$ cat src/rtl/bus_trace_uart.sv
// rtl/bus_trace_uart.sv - Z80 bus capture into a FIFO, formatted as ASCII trace lines for a UART.
// Optional I/O-cycle capture is compiled in with BUS_TRACE_IORQ_EN.
module bus_trace_uart #(
    parameter int          DEPTH    = 16,
    parameter logic [15:0] WIN_LO   = 16'h2000,
    parameter logic [15:0] WIN_HI   = 16'h4000,
    parameter logic [1:0]  DIR_MASK = 2'b11,
    parameter logic [23:0] LED_HOLD = 24'hFFFFFF
) (
    input  logic        clk,
    input  logic        greset,
    input  logic [15:0] A,
    input  logic [7:0]  D_IN,
    input  logic        MREQ_n,
    input  logic        RD_n,
    input  logic        WR_n,
`ifdef BUS_TRACE_IORQ_EN
    input  logic        IORQ_n,
`endif
    output logic        tx_req,
    output logic [7:0]  tx_data,
    input  logic        tx_ready,
    output logic        overflow,
    output logic [7:0]  dropped,
    output logic        LED1
);
    localparam int AW = $clog2(DEPTH);
`ifdef BUS_TRACE_IORQ_EN
    localparam int EW = 26;
`else
    localparam int EW = 25;
`endif

    typedef enum logic [1:0] {ST_IDLE, ST_SEND, ST_GAP} state_t;

    logic [1:0]    r_mreq_sync, r_rd_sync, r_wr_sync;
    logic          r_prev;
    logic [1:0]    r_arm;
    logic [AW:0]   r_wptr, r_rptr;
    logic [EW-1:0] r_mem [DEPTH];
    logic          r_overflow;
    logic [7:0]    r_dropped;
    logic [23:0]   r_led;
    state_t        r_state;
    logic [3:0]    r_idx;
    logic [EW-1:0] r_line;
    logic [7:0]    r_tx_data;

    logic w_mreq_s, w_rd_s, w_wr_s, w_iorq_s;
    logic w_strobe, w_mem_act, w_io_act, w_act, w_detect;
    logic w_dir, w_dir_ok, w_in_win, w_accept;
    logic w_empty, w_full, w_push, w_pop;
    logic [EW-1:0] w_entry, w_head;

    assign w_mreq_s = r_mreq_sync[1];
    assign w_rd_s   = r_rd_sync[1];
    assign w_wr_s   = r_wr_sync[1];

`ifdef BUS_TRACE_IORQ_EN
    logic [1:0] r_iorq_sync;
    always_ff @(posedge clk or negedge greset) begin
        if (!greset) r_iorq_sync <= 2'b11;
        else         r_iorq_sync <= {r_iorq_sync[0], IORQ_n};
    end
    assign w_iorq_s = r_iorq_sync[1];
    assign w_entry  = {w_io_act, w_dir, A, D_IN};
`else
    assign w_iorq_s = 1'b1;
    assign w_entry  = {w_dir, A, D_IN};
`endif

    assign w_strobe  = ~w_rd_s | ~w_wr_s;
    assign w_mem_act = ~w_mreq_s & w_strobe;
    assign w_io_act  = ~w_iorq_s & w_mreq_s & w_strobe;
    assign w_act     = w_mem_act | w_io_act;
    assign w_detect  = w_act & ~r_prev & (r_arm == 2'd2);
    // WR_n low wins when both strobes are low
    assign w_dir     = ~w_wr_s;
    assign w_dir_ok  = w_dir ? DIR_MASK[1] : DIR_MASK[0];
    assign w_in_win  = (A >= WIN_LO) && (A < WIN_HI);
    assign w_accept  = w_detect & w_dir_ok & (w_io_act | w_in_win);

    assign w_empty = (r_wptr == r_rptr);
    assign w_full  = (r_wptr[AW] != r_rptr[AW]) && (r_wptr[AW-1:0] == r_rptr[AW-1:0]);
    // Entries stay queued while the UART is stalled so a full FIFO holds DEPTH events
    assign w_pop   = (r_state == ST_IDLE) && !w_empty && tx_ready;
    assign w_push  = w_accept && (!w_full || w_pop);
    assign w_head  = r_mem[r_rptr[AW-1:0]];

    function automatic logic [7:0] f_hex(input logic [3:0] n);
        return (n < 4'd10) ? {4'h3, n} : (8'h37 + {4'h0, n});
    endfunction

    function automatic logic [7:0] f_char(input logic [EW-1:0] e, input logic [3:0] i);
        logic        io;
        logic [15:0] a;
        logic [7:0]  t;
`ifdef BUS_TRACE_IORQ_EN
        io = e[EW-1];
`else
        io = 1'b0;
`endif
        a = io ? {8'h00, e[15:8]} : e[23:8];
        t = io ? (e[24] ? 8'h4F : 8'h49) : (e[24] ? 8'h57 : 8'h52);
        case (i)
            4'd0:    return t;
            4'd1:    return 8'h20;
            4'd2:    return f_hex(a[15:12]);
            4'd3:    return f_hex(a[11:8]);
            4'd4:    return f_hex(a[7:4]);
            4'd5:    return f_hex(a[3:0]);
            4'd6:    return 8'h20;
            4'd7:    return f_hex(e[7:4]);
            4'd8:    return f_hex(e[3:0]);
            4'd9:    return 8'h0D;
            default: return 8'h0A;
        endcase
    endfunction

    always_ff @(posedge clk) begin
        if (w_push) r_mem[r_wptr[AW-1:0]] <= w_entry;
    end

    always_ff @(posedge clk or negedge greset) begin
        if (!greset) begin
            r_mreq_sync <= 2'b11;
            r_rd_sync   <= 2'b11;
            r_wr_sync   <= 2'b11;
            r_prev      <= 1'b0;
            r_arm       <= 2'd0;
            r_wptr      <= '0;
            r_rptr      <= '0;
            r_overflow  <= 1'b0;
            r_dropped   <= 8'h00;
            r_led       <= 24'd0;
        end else begin
            r_mreq_sync <= {r_mreq_sync[0], MREQ_n};
            r_rd_sync   <= {r_rd_sync[0], RD_n};
            r_wr_sync   <= {r_wr_sync[0], WR_n};
            r_prev      <= w_act;
            if (r_arm != 2'd2) r_arm <= r_arm + 2'd1;
            if (w_push) r_wptr <= r_wptr + 1'b1;
            if (w_pop)  r_rptr <= r_rptr + 1'b1;
            if (w_accept && !w_push) begin
                r_overflow <= 1'b1;
                if (r_dropped != 8'hFF) r_dropped <= r_dropped + 8'd1;
            end
            if (w_accept)           r_led <= LED_HOLD;
            else if (r_led != 24'd0) r_led <= r_led - 24'd1;
        end
    end

    always_ff @(posedge clk or negedge greset) begin
        if (!greset) begin
            r_state   <= ST_IDLE;
            r_idx     <= 4'd0;
            r_line    <= '0;
            r_tx_data <= 8'h00;
        end else begin
            case (r_state)
                ST_IDLE: if (w_pop) begin
                    r_line    <= w_head;
                    r_idx     <= 4'd0;
                    r_tx_data <= f_char(w_head, 4'd0);
                    r_state   <= ST_SEND;
                end
                ST_SEND: if (tx_ready) r_state <= ST_GAP;
                ST_GAP: begin
                    if (r_idx == 4'd10) begin
                        r_tx_data <= 8'h00;
                        r_state   <= ST_IDLE;
                    end else begin
                        r_idx     <= r_idx + 4'd1;
                        r_tx_data <= f_char(r_line, r_idx + 4'd1);
                        r_state   <= ST_SEND;
                    end
                end
                default: r_state <= ST_IDLE;
            endcase
        end
    end

    // Gating with tx_ready keeps a request from ever appearing while the UART is busy
    assign tx_req   = (r_state == ST_SEND) && tx_ready;
    assign tx_data  = r_tx_data;
    assign overflow = r_overflow;
    assign dropped  = r_dropped;
    assign LED1     = (r_led != 24'd0);
endmodule

$ cat config.mk
export PLATFORM = sky130hd
export DESIGN_NAME = bus_trace_uart
export DESIGN_NICKNAME = d
export VERILOG_FILES = /design/src/rtl/bus_trace_uart.sv
export SDC_FILE = /design/constraint.sdc
export NUM_CORES = 1
export LEC_CHECK = 0
export CORE_ASPECT_RATIO = 1.75
export CORE_MARGIN = 1.5
export CORE_UTILIZATION = 59
export CTS_BUF_LIST = sky130_fd_sc_hd__clkbuf_4
export DETAILED_ROUTE_END_ITERATION = 10
export PLACE_DENSITY = 0.86
export SYNTH_ARGS = -nofsm -noshare
export SYNTH_HDL_FRONTEND = slang
export SYNTH_SLANG_ARGS = --single-unit
export TNS_END_PERCENT = 50
$ cat constraint.sdc
create_clock -name clk -period 12.1 [get_ports clk]
set_clock_uncertainty 0.2 [all_clocks]
set_input_delay 1.21 -clock clk [delete_from_list [all_inputs] [get_ports clk]]
set_output_delay 1.21 -clock clk [all_outputs]
set_load 0.01 [all_outputs]
---- Yosys cells after proc, flatten, opt, wreduce, memory -nomap -nowiden ----
Memory sizes are Yosys's and may differ from the RTL's.
Cells that the tools add are included.
cells by class
  add/sub/neg operators ................... 12
  $lt $le $gt $ge ......................... 8
  eq/ne operators ......................... 21
  mux-type cells .......................... 23
  bitwise logic cells ..................... 9
  reduce and logical (&&, ||, !) cells .... 22
operator list
  cell                   number
  $pmux 7 s9             1
  $mux 7                 7
  $mux 24                2
  $add 6x4->7 const A    6
  $lt 4x4->1 const B     6
  $reduce_bool 24->1     1
  $sub 24x1->24 const B  1
  $eq 4x3->1 const B     4
  $ge 16x14->1 const B   1
  $lt 16x15->1 const B   1
  $pmux 8 s2             1
  $eq 4x4->1 const B     3
  $add 5x1->5 const B    2
  $add 8x1->8 const B    1
  $eq 4x2->1 const B     2
  $mux 4                 2
  $mux 8                 1
  $ne 2x2->1 const B     4
  $ne 8x8->1 const B     1
  $pmux 4 s2             1
  $reduce_and 2->1       4
  $logic_and 1x1->1      7
  $mux 3                 2
  $pmux 2 s3             1
  20 further kinds       33
word-level totals
  bits in registers ....................... 91
  memory bits (writable) .................. 400
  input bits .............................. 30
  output and inout bits ................... 19
  word-level logic and storage cells ...... 110
  memories ................................ 1
memories
  name   depth  bits a word  read ports  clocked after Yosys merged registers in  write ports  line  source
  r_mem  16     25           1           0                                        1            40    logic [EW-1:0] r_mem [DEPTH];

---- Longest topological paths before layout ----
  depth in word-level cells ............... 10
  mapped depth ............................ 9
  depth with buffers taken out ............ 8

---- Least setup slack after synthesis ----
OpenSTA, ideal clock, no wires.
  path type ............................... input to register
  from .................................... input A[15]
  to ...................................... memory r_mem[3][0] (enable)
  library setup time ...................... 0.438 ns
  arrival ................................. 4.069 ns
  required time ........................... 11.462 ns
  slack ................................... 7.393 ns
  stages on the path ...................... 6
  path buffers ............................ 1
  cells stage by stage .................... nor3_1 > nand4_1 > o21ba_2 > clkbuf_1 > nand2_1 > nor3_1
between the ends
  longest elaborated chain between the ends .. 6
  elaborated cells between the ends (all ways) .. 7
  classes of those cells .................. order compare (2); mux (2); bitwise (1); reduce/logical (2)
ends and longest elaborated chain
  element                                       line  source
  from (decl)                                   12    input logic [15:0] A,
  $ge 16x14->1 or $lt 16x15->1 (tied branches)  80    assign w_in_win = (A >= WIN_LO) && (A < WIN_HI);
  $logic_and 1x1->1 *                           80
  $and 1x1->1 *                                 81    assign w_accept = w_detect & w_dir_ok & (w_io_act | w_in_win);
  $logic_and 1x1->1 *                           87    assign w_push = w_accept && (!w_full || w_pop);
  $mux 1 *                                      121   if (w_push) r_mem[r_wptr[AW-1:0]] <= w_entry;
  $mux 1 (not written as such) *                121
  to (decl)                                     40
Mark *: on every way between the ends. The rest lies on a longest branch, timed or not.

---- Final worst setup path ----
  from .................................... register r_led[20]
  to ...................................... output LED1
between the ends
  longest elaborated chain between the ends .. 1
ends and longest elaborated chain
  element                 line  source
  from (decl)             43    logic [23:0] r_led;
  from (signal assigned)  149   else if (r_led != 24'd0) r_led <= r_led - 24'd1;
  $reduce_bool 24->1      188   assign LED1 = (r_led != 24'd0);
  to (decl)               25    output logic LED1
Every way passes these cells.

==> impl_metrics.ini <==
[outcome]
status = finished, final reports clean

[critical_path]
rrSetupSlack_ns = 8.65
worst-path-max-fanout = 6
cp-start-kind = flip-flop
path_buf_inv = 1
path_delay_family = simple AND/OR/NAND/NOR gates
path_cells = nor4_1 > and4_1 > nand3_1 > clkdlybuf4s50_1
endpoint_kind = output pin
critPathKind = flip-flop to output pin
cpPeakStageDelay_ns = 0.59
arrival_ns = 3.02
r2r_end = r_line[16]$_DFFE_PN0P_
cp.required_ns = 10.69
reg2regPathDepth = 4
cpMaxStageDelayCell = clkdlybuf4s50_1
r2r-start = r_rptr[0]$_DFFE_PN0P_

[finish]
multiInputGateArea_um2 = 5474
finalNonFillerCells = 1731
fin_nets = 1242
drive_gt1_share_pct = 29.18
fill_cells = 2140
fin_util_pct = 66.79
layout_commonest_cell = edfxtp_1
areaGrowthSynthToFinish_pct = 12.15
ff_latch_area_um2 = 14280
final_cell_mix = 400 x edfxtp_1, 150 x clkbuf_4, 124 x mux4_2
fin_area_um2 = 22390

[clocking]
postCtsSetupBuffers = 0
clk_path_buf_depth = 3
clkLatencyLatePin_ns = 0.78
clk_pin_slew_ns = 0.08
clockRootBuffer = clkbuf_4
numClockSinks = 490
cts_hold_buf = 0
cts_tree = done
cts_made_buffers = 98
cts_resized = 0
cts_max_level = 3

[routing]
ant_nets = 0
drtPass1Iterations = 5
wl_per_cell_um = 23.33
vias = 10520
drc = 0
drt_iter0_drc = 736
vias_per_cell = 6.078
drt_wl_total_um = 40380

[global_route]
grt_pass1_wl_um = 63030
grt_usage_pct = 24.38
antenna_found_initial = 1
overflow = 0
grt_start_max_net_pins = 73
grt_pass1_vias = 11100

[logic_synthesis]
synthAdderAreaFrac_pct = 1.128
synth_xor_area_share_pct = 1.974
synth_top_family_by_area = multiplexers
syn_area_um2 = 19960
synthDistinctLibCells = 71
syn_inst = 1070
yosysWarnings = 0
synth-simple-area-share_pct = 4.832
avgSynthCellArea_um2 = 18.66
synth_edf_count = 400
synth-seq-area-share_pct = 71.49
ys.flop_type = edfxtp_1
synthesis.nets = 1118
ys_ff_latch = 490
async_reset_ff_share_pct = 18.37
synthMuxAreaShare_pct = 15.51
synth_compound_area_share_pct = 3.629

[hold_path]
hold_path.class = input port to asynchronous set/reset pin

[floorplanning]
die_w_um = 142.1
rows = 89
start_util_pct = 59.56
dieArea_um2 = 34990
io_pins = 49
die_y_um = 246.3
core_area_um2 = 33520

[sta]
fin_crit_ns = 4.426
rsz0062_at_grt = no
fmax_mhz = 225.9
fin_crit_sh_pct = 36.58
tightest_slew_ns = 1.025
hold_viol = 0
finalMaxSlewViolations = 0
whs_ns = 0.1474
setup-violations-final = 0
slew_headroom_pct = 31.68
fin_tns_setup_ns = 0

[flow_run]
drv_cap = 0

[placement]
place.gp.congestion = 0.9323
placed_area_um2 = 21050
hpwlAfterDp_um = 26080
portBuffers = 47
dpl.cell_count = 1549

[power_and_ir_drop]
power_leakage_nw = 7.450
p_per_area_nw_per_um2 = 204.8
peakVddDrop_mv = 0.1209
cell type report:
type | count | area share, %
antenna | 1 | 0.01118
clock buffer | 150 | 5.030
clock inverter | 31 | 0.9221
inverter | 28 | 0.4695
multi-input combinational | 508 | 24.45
sequential | 490 | 63.78
tap | 455 | 2.543
timing repair buffer | 68 | 2.794
worst register-to-register path, stage by stage, from the launching register on:
cell	delay [ns]
dfrtp_4	0.90
buf_4	0.74
mux4_2	0.68
mux4_2	0.51
mux2_2	0.28
worst max-delay path by stage:
| stage | startpoint | end | slack [ns] | depth (start not counted) |
|---|---|---|---|---|
| floorplan | A[15] | r_mem[3][0]$_DFFE_PP_ | 7.39 | 6 |
| global placement | A[14] | r_mem[15][13]$_DFFE_PP_ | 7.53 | 7 |
| detailed placement | A[15] | r_mem[15][17]$_DFFE_PP_ | 7.44 | 7 |
| CTS | r_led[10]$_DFFE_PN0P_ | LED1 | 7.59 | 4 |
| global route | r_led[20]$_DFFE_PN0P_ | LED1 | 7.44 | 4 |
| finish | r_led[20]$_DFFE_PN0P_ | LED1 | 7.67 | 4 |
where the power goes:
group          switching (mW)  internal, mW
Clock                   0.595         0.632
Sequential              0.183          1.92
Combinational           0.602         0.651
Total                    1.38          3.20
cells in the mapped netlist, types with 4 or more instances:
master,count,share of area (%)
nand3_1,19,0.48
ha_1,18,1.1
nand2_1,60,1.1
xor2_1,13,0.57
nor4_1,4,0.13
nor2b_1,8,0.25
buf_1,4,0.075
o211ai_1,4,0.15
nand2b_1,8,0.25
and3_1,4,0.13
edfxtp_1,400,60
a21oi_1,19,0.48
xnor2_1,32,1.4
mux4_2,124,14
or4_1,4,0.15
inv_1,27,0.51
dfrtp_1,84,11
o22ai_1,4,0.13
o21ai_0,32,0.80
buf_2,8,0.20
mux2_2,26,1.5
dfstp_2,6,0.79
nor3b_1,4,0.15
a211oi_1,4,0.15
clkbuf_1,31,0.58
nor2_1,32,0.60
o21ai_1,4,0.10
nor3_1,10,0.25
nand4_1,10,0.31
stage by stage:
step / worst slack [ns] / power, mW
2_1_floorplan: 7.393 / 3.017
3_3_place_gp: 7.532 / 3.343
3_5_place_dp: 7.439 / 3.389
4_1_cts: 7.588 / 4.620
5_1_grt: 7.436 / 4.803
6_report: 7.674 / 4.585
cell families after synthesis:
kind of cell	Yosys count
muxes	151
other	1
AOI/OAI and AO/OA	108
DFF	490
xor gates and xnor gates	45
buffers and inverters	72
adders and majority gates	18
and+or+nand+nor	185
sequential cells by signal (all words and copies together), names as in the netlist:
signal       flops
dropped          8
overflow         1
r_arm            2
r_idx            4
r_led           24
r_line          25
r_mem          400
r_mreq_sync      2
r_prev           1
r_rd_sync        2
r_rptr           5
r_state          2
r_wptr           5
r_wr_sync        2
tx_data          7
metal layers:
layer | vias up | routed length, µm | GRT usage [%]
met5 | - | 0 | 0
met4 | 0 | 1311 | 10.70
met3 | 83 | 2284 | 4.334
met2 | 416 | 21770 | 42.07
met1 | 5416 | 15020 | 30.30
li1 | 4606 | - | -
Note: power is estimated with default switching activity, not from simulation.
